**src/rtl/driver_pkg.sv**
```systemverilog
// ============================================================================
// driver_pkg : shared defaults and types for the delayed-drive scheduler
// Revision   : 1.0
// ============================================================================
`default_nettype none

package driver_pkg;
    localparam int DEF_DEPTH  = 32;
    localparam int DEF_DATA_W = 8;
    localparam int DEF_HOLD_W = 3;
    localparam int PTR_W      = $clog2(DEF_DEPTH);

    typedef struct packed {
        logic                  vld;
        logic [DEF_DATA_W-1:0] dq;
    } drv_slot_t;

    function automatic logic [15:0] sat_inc16(input logic [15:0] v, input logic en);
        return (en && (v != 16'hFFFF)) ? v + 16'd1 : v;
    endfunction
endpackage

`default_nettype wire

```
**src/rtl/driver_hold_ctr.sv**
```systemverilog
// ============================================================================
// driver_hold_ctr : emission register stage with programmable hold counter
// Revision        : 1.0
// ============================================================================
`default_nettype none

module driver_hold_ctr #(
    parameter int DATA_W = 8,
    parameter int HOLD_W = 3
) (
    input  logic              clk,
    input  logic              rst_n,
    input  logic              emit,
    input  logic [DATA_W-1:0] emit_dq,
    input  logic [HOLD_W-1:0] hold_len,
    output logic              driv_valid,
    output logic [DATA_W-1:0] dq_out
);
    logic [HOLD_W-1:0] cnt;

    // A new emission always restarts the hold, even mid-hold.
    always_ff @(posedge clk or negedge rst_n) begin
        if (!rst_n) begin
            cnt        <= '0;
            driv_valid <= 1'b0;
            dq_out     <= '0;
        end else if (emit) begin
            cnt        <= hold_len;
            driv_valid <= 1'b1;
            dq_out     <= emit_dq;
        end else if (cnt != '0) begin
            cnt <= cnt - 1'b1;
        end else begin
            driv_valid <= 1'b0;
            dq_out     <= '0;
        end
    end
endmodule

`default_nettype wire

```
**src/rtl/driver_sched.sv**
```systemverilog
// ============================================================================
// driver_sched : slot-indexed ring scheduler replaying drive requests after
//                a per-request delay. Optional stats: DRIVER_SCHED_STATS_EN
// Revision     : 1.0
// ============================================================================
`default_nettype none

module driver_sched
    import driver_pkg::*;
#(
    parameter int DEPTH  = DEF_DEPTH,
    parameter int DATA_W = DEF_DATA_W,
    parameter int HOLD_W = DEF_HOLD_W
) (
    input  logic                       clk,
    input  logic                       rst_n,
    input  logic                       driv,
    input  logic                       driv_shift,
    input  logic [$clog2(DEPTH)-1:0]   driv_front,
    input  logic [DATA_W-1:0]          dq_in,
    input  logic [HOLD_W-1:0]          hold_len,
    output logic                       driv_valid,
    output logic [DATA_W-1:0]          dq_in_delay,
    output logic [$clog2(DEPTH):0]     pend_cnt,
    output logic                       collision
`ifdef DRIVER_SCHED_STATS_EN
    ,
    output logic [15:0]                stat_issued,
    output logic [15:0]                stat_dropped
`endif
);
    localparam int SLOT_W = $clog2(DEPTH);
    localparam logic [SLOT_W:0] CNT_ONE = (SLOT_W+1)'(1);

    logic [DEPTH-1:0]  slot_vld;
    logic [DATA_W-1:0] slot_dq [DEPTH];
    logic [SLOT_W-1:0] ptr;

    logic              head_vld;
    logic              is_delayed;
    logic              is_imm;
    logic [SLOT_W-1:0] tgt;
    logic              accept;
    logic              drop;
    logic              emit;
    logic [DATA_W-1:0] emit_dq;

    // DEPTH is a power of two, so the target index wraps by plain truncation.
    always_comb begin
        head_vld   = slot_vld[ptr];
        is_delayed = driv && driv_shift && (driv_front != '0);
        is_imm     = driv && !is_delayed;
        tgt        = ptr + driv_front;
        accept     = is_delayed && !slot_vld[tgt];
        drop       = (is_delayed && slot_vld[tgt]) || (is_imm && head_vld);
        emit       = head_vld || is_imm;
        emit_dq    = head_vld ? slot_dq[ptr] : dq_in;
    end

    always_ff @(posedge clk or negedge rst_n) begin
        if (!rst_n) begin
            slot_vld  <= '0;
            ptr       <= '0;
            pend_cnt  <= '0;
            collision <= 1'b0;
        end else begin
            // tgt can never equal ptr because the delay is 1..DEPTH-1.
            if (head_vld) slot_vld[ptr] <= 1'b0;
            if (accept)   slot_vld[tgt] <= 1'b1;
            ptr       <= ptr + 1'b1;
            collision <= drop;
            case ({accept, head_vld})
                2'b10:   pend_cnt <= pend_cnt + CNT_ONE;
                2'b01:   pend_cnt <= pend_cnt - CNT_ONE;
                default: pend_cnt <= pend_cnt;
            endcase
        end
    end

    always_ff @(posedge clk) begin
        if (accept) slot_dq[tgt] <= dq_in;
    end

    driver_hold_ctr #(
        .DATA_W (DATA_W),
        .HOLD_W (HOLD_W)
    ) u_hold (
        .clk        (clk),
        .rst_n      (rst_n),
        .emit       (emit),
        .emit_dq    (emit_dq),
        .hold_len   (hold_len),
        .driv_valid (driv_valid),
        .dq_out     (dq_in_delay)
    );

`ifdef DRIVER_SCHED_STATS_EN
    always_ff @(posedge clk or negedge rst_n) begin
        if (!rst_n) begin
            stat_issued  <= '0;
            stat_dropped <= '0;
        end else begin
            stat_issued  <= sat_inc16(stat_issued, emit);
            stat_dropped <= sat_inc16(stat_dropped, drop);
        end
    end
`endif
endmodule

`default_nettype wire

```
**config.mk**
```make
export PLATFORM = sky130hd
export DESIGN_NAME = driver_sched
export DESIGN_NICKNAME = d
export VERILOG_FILES = /design/src/rtl/driver_pkg.sv /design/src/rtl/driver_hold_ctr.sv /design/src/rtl/driver_sched.sv
export SDC_FILE = /design/constraint.sdc
export NUM_CORES = 1
export LEC_CHECK = 0
export BUFFER_PORTS_ARGS = -buffer_cell sky130_fd_sc_hd__buf_2
export CORE_MARGIN = 2
export CORE_UTILIZATION = 60
export DETAILED_ROUTE_END_ITERATION = 8
export HOLD_SLACK_MARGIN = 0.12
export PLACE_DENSITY = 0.77
export SETUP_SLACK_MARGIN = 0.1
export SLEW_MARGIN = 20
export SYNTH_ARGS = -nofsm -noshare
export SYNTH_HDL_FRONTEND = slang
export SYNTH_HIERARCHICAL = 1
export SYNTH_SLANG_ARGS = --single-unit
```
**constraint.sdc**
```tcl
create_clock -name clk -period 5.35 [get_ports clk]
set_input_delay 0.2675 -clock clk [delete_from_list [all_inputs] [get_ports clk]]
set_output_delay 0.2675 -clock clk [all_outputs]
set_load 0.005 [all_outputs]
```
==> results.toml <==
[floorplanning]
start_util_pct = 60.8
rows = 54
num_io_pins = 36
die_h_um = 152
core-area_sq_um = 21800
die-area_sq_um = 23300
die-width_um = 152

[logic_synthesis]
synth_async_sr_flop_share_pct = 17.9
yosysUniqueCellTypes = 55
synth_cells = 792
synth_warnings = 6
syn_avg_cell_area_sq_um = 16.7
synth-seq-cells = 312
synth_nets = 826
synth_flop_cell = "edfxtp_1"
synth_edf_count = 256
syn_area_sq_um = 13200
synth.yosys.seq_area_share_pct = 68.7

[clock_tree]
numCtsBuffers = 30
clock-root-buffer = "clkbuf_16"
clk_pin_slew_ps = 70
clkLatencyLatePin_ps = 550
cts_resized = 0
cts_tree = "yes"
clockBufferDepth = 3
clock_sinks = 312
htreeDepth = 1

[power]
clockPowerShare_pct = 38.1
p_int_mw = 4.19
seqPwrFrac_pct = 52.2
vdd_ir_drop_max_uv = 227
netSwitchingPower_mw = 1.31
comb_power_share_pct = 9.7
p_leak_nw = 4.96
p_sw_share_pct = 23.8
p_per_area_nw_per_um2 = 376

[cells_and_area]
nNetsFinal = 862
drive_gt1_share_pct = 21.2
diodes = 0
syn_to_final_growth_pct = 10.7
fill_cells = 1373
multiInputGateArea_sq_um = 3880
final_util_pct = 67.3
seq_area_sq_um = 9100

[sta]
relSlewSlack_pct = 29.0
tightest_slew_ps = 1060
period_minus_slack_ps = 4660
fin_crit_sh_pct = 87.0
finalSetupViolCount = 0
finalHoldViolations = 0
fin_skew_ps = 8.58
slew_viol_final = 0
max_freq_ghz = 0.215
fin_tns_setup_ps = 0
rsz0062_at_grt = "no"

[global_routing]
antenna_found_initial = 0
grt_max_degree = 57
grt_use_total_pct = 27.0
grt_overflow = 0
use_met3_pct = 5.20
grt_util_met1_pct = 37.6
top_usage_layer = "met2"
grt_pass1_vias = 7786
use_met2_pct = 44.7
grt_pass1_wl_mm = 47.4

[flow_run]
drv_cap = 0

[drt]
avgRoutedWirePerCell_um = 27.4
antenna_left = 0
num_vias = 7703
first_pass_iters = 5
drtIter0Drc = 1099
viasPerCell = 6.81
drc = 0
wl_mm = 30.9

[critical_path]
path_class = "flop to flop"
path_cells = "ha_1, fa_1, mux4_2, mux2i_1, nor2_1, a2111oi_0, nand2_1, ha_1, xor2_1, ha_1, a21oi_1, o21ai_0, a22oi_1, nor2_1, xor2_1"
ff2ff_path_depth = 15
cpLargestDelayFamily = "adder cells"
crit_arrival_ps = 5090
crit_path_frequent_cell = "ha_1"
crit_buf_inv = 0
start_kind = "flop"
crit_slowest_cell = "fa_1"
cp-end-kind = "flop"
worstPathRequired_ps = 5780
slowest_delay_ps = 840
cp.depth = 15
crit_path_max_fanout = 13

[worst_hold_path]
hold_depth = 1
hp-class = "input pin to flop"

[placed_design]
dp_hpwl_mm = 19.0
gp_congestion = 0.888
port_buffers = 35

[status]
status = "complete, no violations"
area by class of cell:
type | count | area share, %
clock buffer | 35 | 5.40
timing repair buffer | 48 | 1.95
tap | 280 | 2.39
inverter | 12 | 0.325
sequential | 312 | 62.1
multi-input combinational | 424 | 26.5
clock inverter | 20 | 1.31
per-stage QoR:
stage          cells  setup slack, ps  area [sq um]  power (mW)  hold WS [ps]
3_5_place_dp    1071              850         13600        3.44           450
5_1_grt         1131              574         14600        5.67           287
4_1_cts         1131              794         14600        5.50           261
3_3_place_gp    1071              979         13600        3.39           429
6_report        1131              694         14600        5.50           269
2_1_floorplan    792             1340         13200        3.22         -28.1
synth_stat cells (all sizes together), types with 4 or more instances:
cell	n	area [sq um]
edfxtp	256	7690
mux4	78	1760
nand2	76	285
dfrtp	56	1400
nor2	49	184
o21ai	47	235
buf	28	155
a221oi	25	219
clkbuf	16	60.1
ha	13	163
a21oi	12	60.1
nand2b	12	75.1
nor2b	12	75.1
inv	11	43.8
nand3	11	55.1
mux2i	10	100
xnor2	8	70.1
xor2	7	61.3
mux2	6	71.3
and3	5	31.3
o22ai	5	31.3
a21o	4	30.0
o22a	4	35.0
o2bb2ai	4	35.0
layer usage:
layer  vias up  part of all wire (%)
met5         -                     0
met4         0                   2.7
met3        81                   9.7
met2       492                    50
met1      3937                    38
li1       3193                     -
layout by cell type (no fill, tap or decap), types with 6 or more instances in the layout:
cell	count
buf_4	8
mux2i_1	10
ha_1	13
nand2_1	76
clkinv_1	6
nand3_1	11
edfxtp_1	256
inv_1	10
mux4_2	78
a221oi_1	25
xnor2_1	8
nor2b_1	12
o21ai_0	47
clkbuf_16	31
nor2_1	49
xor2_1	7
buf_2	35
dfrtp_1	54
a21oi_1	12
nand2b_1	12
registers in the layout (all words and copies together) (netlist names):
signal / flops
u_hold/cnt: 3
ptr: 5
u_hold/dq_out: 8
pend_cnt: 6
collision: 1
slot_vld: 32
slot_dq: 256
u_hold/driv_valid: 1
power groups by stage:
stage	registers [mW]	clock network, mW	logic [mW]
after global placement	2.91	0	0.483
after global routing	2.89	2.19	0.585
final	2.88	2.09	0.534
after detailed placement	2.92	0	0.520
after floorplan	2.88	0	0.336
after CTS	2.87	2.10	0.528
final timing paths:
kind	start	to	slack, ps
setup / recovery	ptr[0]$_DFF_PN0_	pend_cnt[4]$_DFFE_PN0P_	690
hold / removal	dq_in[5]	slot_dq[2][5]$_DFFE_PP_	270
setup reg to reg	ptr[0]$_DFF_PN0_	pend_cnt[4]$_DFFE_PN0P_	690
hold reg to reg	pend_cnt[5]$_DFFE_PN0P_	pend_cnt[5]$_DFFE_PN0P_	480
max in group asynchronous	rst_n	ptr[1]$_DFF_PN0_	4420
min in group asynchronous	rst_n	slot_vld[0]$_DFF_PN0_	380
logic make-up after synthesis:
kind of cell,share of synthesized area [%]
flops,68.7
simple gates,6.37
compound gates,6.00
mux,14.6
buf+inv,1.99
xor+xnor,0.993
fa+ha+maj,1.38
repair_timing:
| item | CTS | global route |
|---|---|---|
| setup buffers | 0 | 0 |
| endpoints found under the hold margin | 60 | 0 |
| hold buffers | 5 | 0 |
Note: power is estimated with default switching activity, not from simulation.
